### src/rtl/peripheral_uart_master_wb.sv
// Wishbone initiator for the 8-bit UART register slave: one classic cycle per command.
// Optional timeout/error path is built when PERIPHERAL_UART_MASTER_TIMEOUT_EN is defined.
//
// state | meaning
// IDLE  | ready for a command, Wishbone bus idle
// BUS   | cyc/stb asserted, waiting for ack (or timeout)
// RESP  | response held until rsp_ready_i
// GAP   | stb held low so the slave can recover before the next command
module peripheral_uart_master_wb #(
  parameter int TIMEOUT_CYCLES = 16,
  parameter int IDLE_GAP       = 3
) (
  input  logic       clk,
  input  logic       wb_rst_ni,
  input  logic       cmd_valid_i,
  output logic       cmd_ready_o,
  input  logic       cmd_we_i,
  input  logic [2:0] cmd_adr_i,
  input  logic [7:0] cmd_dat_i,
  output logic       rsp_valid_o,
  input  logic       rsp_ready_i,
  output logic [7:0] rsp_dat_o,
  output logic       rsp_err_o,
  output logic       wb_cyc_o,
  output logic       wb_stb_o,
  output logic       wb_we_o,
  output logic [3:0] wb_sel_o,
  output logic [2:0] wb_adr_o,
  output logic [7:0] wb_dat_o,
  input  logic [7:0] wb_dat_i,
  input  logic       wb_ack_i,
  output logic       busy_o
);

  typedef enum logic [1:0] {S_IDLE, S_BUS, S_RESP, S_GAP} state_e;

  localparam logic [3:0] GAP_LOAD = (IDLE_GAP > 0) ? 4'(IDLE_GAP - 1) : 4'd0;

  // Named marker in the hierarchy when the timeout is configured below its usable minimum.
  if (TIMEOUT_CYCLES < 4) begin : g_timeout_cycles_below_min
  end

  state_e     state_q, state_d;
  logic       bus_q, bus_d;
  logic       we_q, we_d;
  logic [2:0] adr_q, adr_d;
  logic [7:0] dat_q, dat_d;
  logic       rsp_valid_q, rsp_valid_d;
  logic [7:0] rsp_dat_q, rsp_dat_d;
  logic [3:0] gap_cnt_q, gap_cnt_d;
  logic       tmo_hit;

`ifdef PERIPHERAL_UART_MASTER_TIMEOUT_EN
  localparam int TMO_W = $clog2(TIMEOUT_CYCLES + 1);
  localparam logic [TMO_W-1:0] TMO_LAST = TMO_W'(TIMEOUT_CYCLES - 1);

  logic [TMO_W-1:0] tmo_cnt_q, tmo_cnt_d;
  logic             rsp_err_q, rsp_err_d;

  assign tmo_hit = (tmo_cnt_q == TMO_LAST);

  always_comb begin
    tmo_cnt_d = tmo_cnt_q;
    rsp_err_d = rsp_err_q;
    if (state_q == S_IDLE && cmd_valid_i) begin
      tmo_cnt_d = '0;
    end else if (state_q == S_BUS) begin
      tmo_cnt_d = tmo_cnt_q + 1'b1;
      // ack has priority over a coincident timeout
      if (wb_ack_i) begin
        rsp_err_d = 1'b0;
      end else if (tmo_hit) begin
        rsp_err_d = 1'b1;
      end
    end
  end

  always_ff @(posedge clk) begin
    if (!wb_rst_ni) begin
      tmo_cnt_q <= '0;
      rsp_err_q <= 1'b0;
    end else begin
      tmo_cnt_q <= tmo_cnt_d;
      rsp_err_q <= rsp_err_d;
    end
  end

  assign rsp_err_o = rsp_err_q;
`else
  assign tmo_hit   = 1'b0;
  assign rsp_err_o = 1'b0;
`endif

  always_comb begin
    state_d     = state_q;
    bus_d       = bus_q;
    we_d        = we_q;
    adr_d       = adr_q;
    dat_d       = dat_q;
    rsp_valid_d = rsp_valid_q;
    rsp_dat_d   = rsp_dat_q;
    gap_cnt_d   = gap_cnt_q;
    case (state_q)
      S_IDLE: begin
        if (cmd_valid_i) begin
          we_d    = cmd_we_i;
          adr_d   = cmd_adr_i;
          dat_d   = cmd_dat_i;
          bus_d   = 1'b1;
          state_d = S_BUS;
        end
      end
      S_BUS: begin
        if (wb_ack_i) begin
          bus_d       = 1'b0;
          rsp_dat_d   = we_q ? 8'h00 : wb_dat_i;
          rsp_valid_d = 1'b1;
          state_d     = S_RESP;
        end else if (tmo_hit) begin
          bus_d       = 1'b0;
          rsp_dat_d   = 8'h00;
          rsp_valid_d = 1'b1;
          state_d     = S_RESP;
        end
      end
      S_RESP: begin
        if (rsp_ready_i) begin
          rsp_valid_d = 1'b0;
          if (IDLE_GAP > 0) begin
            gap_cnt_d = GAP_LOAD;
            state_d   = S_GAP;
          end else begin
            state_d = S_IDLE;
          end
        end
      end
      S_GAP: begin
        if (gap_cnt_q == 4'd0) begin
          state_d = S_IDLE;
        end else begin
          gap_cnt_d = gap_cnt_q - 1'b1;
        end
      end
      default: state_d = S_IDLE;
    endcase
  end

  always_ff @(posedge clk) begin
    if (!wb_rst_ni) begin
      state_q     <= S_IDLE;
      bus_q       <= 1'b0;
      we_q        <= 1'b0;
      adr_q       <= 3'd0;
      dat_q       <= 8'h00;
      rsp_valid_q <= 1'b0;
      rsp_dat_q   <= 8'h00;
      gap_cnt_q   <= 4'd0;
    end else begin
      state_q     <= state_d;
      bus_q       <= bus_d;
      we_q        <= we_d;
      adr_q       <= adr_d;
      dat_q       <= dat_d;
      rsp_valid_q <= rsp_valid_d;
      rsp_dat_q   <= rsp_dat_d;
      gap_cnt_q   <= gap_cnt_d;
    end
  end

  // Gated by reset so no command is offered while the block is held in reset.
  assign cmd_ready_o = (state_q == S_IDLE) && wb_rst_ni;
  assign busy_o      = (state_q != S_IDLE);
  assign rsp_valid_o = rsp_valid_q;
  assign rsp_dat_o   = rsp_dat_q;
  assign wb_cyc_o    = bus_q;
  assign wb_stb_o    = bus_q;
  assign wb_we_o     = we_q;
  assign wb_sel_o    = 4'b0001;
  assign wb_adr_o    = adr_q;
  assign wb_dat_o    = dat_q;

endmodule

### config.mk
export PLATFORM = sky130hd
export DESIGN_NAME = peripheral_uart_master_wb
export DESIGN_NICKNAME = d
export VERILOG_FILES = /design/src/rtl/peripheral_uart_master_wb.sv
export SDC_FILE = /design/constraint.sdc
export NUM_CORES = 1
export LEC_CHECK = 0
export BUFFER_PORTS_ARGS = -buffer_cell sky130_fd_sc_hd__buf_2
export CAP_MARGIN = 20
export CELL_PAD_IN_SITES_DETAIL_PLACEMENT = 0
export CELL_PAD_IN_SITES_GLOBAL_PLACEMENT = 1
export CORE_MARGIN = 2
export CORE_UTILIZATION = 36
export CTS_CLUSTER_DIAMETER = 100
export CTS_CLUSTER_SIZE = 28
export DETAILED_ROUTE_END_ITERATION = 8
export PLACE_DENSITY_LB_ADDON = 0.1
export SETUP_SLACK_MARGIN = 0.5
export SYNTH_ARGS = -nofsm -noshare
export SYNTH_HDL_FRONTEND = slang
export SYNTH_SLANG_ARGS = --single-unit
### constraint.sdc
create_clock -name clk -period 4.4 [get_ports clk]
set_input_delay 1.32 -clock clk [delete_from_list [all_inputs] [get_ports clk]]
set_output_delay 1.32 -clock clk [all_outputs]
set_load 0.005 [all_outputs]
Word-level counts from Yosys, hierarchy flattened
Index checks and enable logic that the tools add are counted.

Register bits: 28. Latch bits: 0. Bits in writable memories: 0. ROM bits: 0. Input bits: 25. Output and inout port bits: 30. Word-level logic and storage cells: 45. Memories: 0.

$add $sub $neg: 1. $mul: 0. Divide/modulo/power cells: 0. $lt $le $gt $ge: 0. Equal/unequal tests: 8. Shift operators: 0. Multiplexer cells: 15. Bitwise gates (word level): 0. Reduce and logical (&&, ||, !) cells: 13.

Operators with widths (count): != test 2 bit, second input constant (5); AND reduction 3 bit (3); 2-to-1 mux 2 bit (4); 2-to-1 mux 4 bit (2); 2-to-1 mux 8 bit (1); case mux 2 bit (4 select lines) (1); case mux 4 bit (2 select lines) (1); nonzero test 2 bit (4); equality test 2 bit, second input constant (2); zero test 4 bit (1); 2-to-1 mux 1 bit (4); case mux 1 bit (2 select lines) (2); AND reduction 2 bit (2); AND reduction 4 bit (1); subtractor 4 x 1 -> 4 bit, second input constant (1); equality test 2 x 1 -> 1 bit, second input constant (1); zero test 2 bit (1); logical AND 1 bit (1).

Longest topological paths before layout
Depth after elaboration: 3. Depth in mapped cells: 7.

Worst setup path after synthesis
No wires, ideal clock.

Path type: input to output. Start point: in wb_rst_ni. End point: out cmd_ready_o. Arrival: 1681 ps. Slack: 1399 ps. Stages: 2. Path buffers: 1. Cells stage by stage: clkbuf_1 and2_1.

Cells in the longest elaborated chain, start to end: 1.

RTL lines: start: declaration (line 14) `input logic wb_rst_ni,`; logical AND 1 bit (line 171) `assign cmd_ready_o = (state_q == S_IDLE) && wb_rst_ni;`; end: declaration (line 16) `output logic cmd_ready_o,`.

No other way between the ends.

Worst setup path in the final report
Same ends and word-level chain as after synthesis.

==> summary.md <==
| Metric | Value |
|---|---|
| Status | finished clean |
| Setup Viol. Count Final | 0 |
| Layout fillers | 392 |
| Hold WC Path Type | reg -> reg |
| Hold Fails Final Rpt | 0 |
| Worst-path clk slew | 90 ps |
| Peak VDD IR | 212 uV |
| Via density | 4.67 |
| Worst-skew pair later-pin latency | 270 ps |
| First-pass DRT Iterations | 4 |
| Yosys reg bits | 28 |
| Most used cell along the critical path | buf_2 |
| Die X | 65.2 um |
| Peak Freq | 330 MHz |
| Area occupied by registers | about 560 um2 |
| Post-route ant nets | 0 |
| Placed cells | 248 |
| Crit path time final | 3030 ps |
| Die Height | about 65 um |
| Multi-input gate area | around 700 um2 |
| CP max FO | 2 |
| Hold_buf cts | 0 |
| Cells after synthesis | 161 |
| H-tree depth | 1 |
| RSZ-0062 raised after global routing | false |
| Period utilization | 68.9% |
| Placed cell area | ~1600 um2 |
| Vias in the first global route | ~1100 |
| Sink Count | 28 |
| # rows | 22 |
| Area growth syn-to-layout | 23.7% |
| First-pass GRT wire length | 4660 um |
| Die Area | 4260 um2 |
| Max-slew violations | 0 |
| Gpl congestion | 0.768 |
| Synthesized area | 1350 um2 |
| Max clock buf depth | 2 |
| Power Density | slightly above 500 nW/um2 |
| All-layer global routing usage | approximately 14% |
| Wire per inst | 11.5 um |
| CP Cell Sequence | buf_2 > and2_1 > buf_2 |
| P_leak | 0.761 nW |
| Yosys warnings | 0 |
| CTS tree | done |
| Largest net degree at the start of global routing | 34 |
| Worst hold slack | 467 ps |
| Initial antenna violation count | 0 |
| Count of cell types in the netlist | 26 |
| NumNets Final | between 200 and 250 |
| CP endpoint kind | primary output |
| Critical path's slowest cell | and2_1 |
| Ant diodes | 0 |
| Max-cap violations | 0 |
| CTS root buf | clkbuf_8 |
| Placed wire-length estimate | 2180 um |
| Syn_area_per_cell | 8.39 um2 |
| Crit path DAT | between 1500 and 2000 ps |
| Ports | 55 |
| CTS buffer count | 3 |
| Remaining global-route overflow | 0 |
| Synth top area share | around 42% |
| Post-route cell area | 1670 um2 |
| Worst EP required | ~3100 ps |
| Share of layout cells above drive strength 1 | about 28% |
| Crit path max-delay family | buffers and inverters |
| Initial Util | 37.2% |
| Critical path's largest stage delay | 150 ps |
| Final WL | around 2900 um |
| DRC | 0 |
| Startpoint types | primary input |
| Post-CTS setup buffer count | 0 |
| Port Buffer Count | 49 |
| Critical path type | in -> out |
| Initial DRC Count | 28 |
| TNS Setup | 0 ps |
| Dominant cells by area after synthesis | dfxtp_1, nand2_1, a21boi_0 |
| Routed vias | about 1200 |
| Clock skew | 4.27 ps |
| Seq/Total Area, Yosys | 41.5% |
| Finished Layout Cells | 252 |
| Synth area leader | dfxtp_1 |
| Core area | 3630 um2 |
| Worst path bufs/invs | 2 |
| # resized after CTS | 0 |
[per-stage QoR]
step                      total power, mW  setup WS (ps)  utilization, %
final                               0.843           1370            46.0
after global routing                0.911           1360            46.0
after CTS                           0.861           1360            46.0
after detailed placement            0.654           1360            44.0
after global placement              0.640           1370            44.0
after floorplan                     0.557           1400               -
[sequential cells by signal, summed over array words and instances (netlist names)]
register     flops
wb_adr_o         3
rsp_valid_o      1
wb_cyc_o         1
rsp_dat_o        8
gap_cnt_q        4
state_q          2
wb_dat_o         8
wb_we_o          1
[routing by layer]
metal | routed length, um | up-vias | part of all wire [%] | track usage, %
li1 | - | 610 | - | -
met1 | 1320 | 539 | 46 | 16.7
met2 | 1420 | 23 | 49 | 24.7
met3 | 119 | 4 | 4.1 | 1.71
met4 | 35 | 0 | 1.2 | 5.47
met5 | 0 | - | 0 | 0
[cells in the mapped netlist]
library cell / instances
nand2_1: 33
dfxtp_1: 28
a21boi_0: 14
a21oi_1: 13
nor2b_1: 11
nor3b_1: 9
clkbuf_1: 8
inv_1: 7
buf_4: 6
ha_1: 6
o21ai_0: 5
nand3_1: 3
and2_1: 2
conb_1: 2
nand2b_1: 2
o211ai_1: 2
a2111oi_4: 1
nand3b_1: 1
nand4_1: 1
nor3_1: 1
o211a_1: 1
o22ai_1: 1
o32ai_1: 1
or2_2: 1
or3_1: 1
or3b_4: 1
[where the power goes]
part | leakage, nW | total (mW) | switching (mW) | internal [mW]
logic | 0.497 | 0.307 | 0.168 | 0.139
clock network | 0.0357 | 0.201 | 0.0790 | 0.122
registers | 0.229 | 0.335 | 0.0334 | 0.302
total | 0.761 | 0.843 | 0.280 | 0.563
[worst reg2reg max path, cell delays in order (launching register included)]
cell       delay [ps]
dfxtp_1           360
inv_1              90
ha_1              160
or3b_4            410
a2111oi_4         420
o211ai_1          130
o21ai_0            90
[worst paths after layout]
check,startpoint,to,slack (ps),cells past startpoint
worst max-delay path,wb_rst_ni,cmd_ready_o,1370,3
worst min-delay path,wb_dat_o[5],wb_dat_o[5],470,2
worst max register to register,gap_cnt_q[0],state_q[0],2660,6
worst min register to register,wb_dat_o[5],wb_dat_o[5],470,2
[layout make-up]
class | instances | area share (%)
Clock buffer | 3 | 2.47
Timing Repair Buffer | 50 | 15.1
Multi-Input combinational cell | 115 | 41.9
Inverter | 7 | 1.57
Sequential cell | 28 | 33.6
Clock inverter | 1 | 1.80
Tap cell | 48 | 3.60
[placed cells by master, fill, tap and decap left out, drive strengths merged, types with 2 or more instances in the layout]
cell type  Yosys  final
buf            6     50
nand2         33     33
dfxtp         28     28
a21boi        14     14
a21oi         13     13
nor2b         11     11
nor3b          9      9
inv            7      7
ha             6      6
o21ai          5      5
conb           2      5
nand3          3      3
clkbuf         8      3
and2           2      2
nand2b         2      2
o211ai         2      2
[cell families (layout without fill, tap and decap cells)]
family          Yosys count  after routing  share of synthesized area [%]
flops                    28             28                           41.5
fa+ha+maj                 6              6                           5.56
compound gates           38             38                           19.5
buf+inv                  21             61                           7.51
other cells               2              5                          0.556
simple gates             66             66                           25.4
Power figures use the tool's default switching activity.
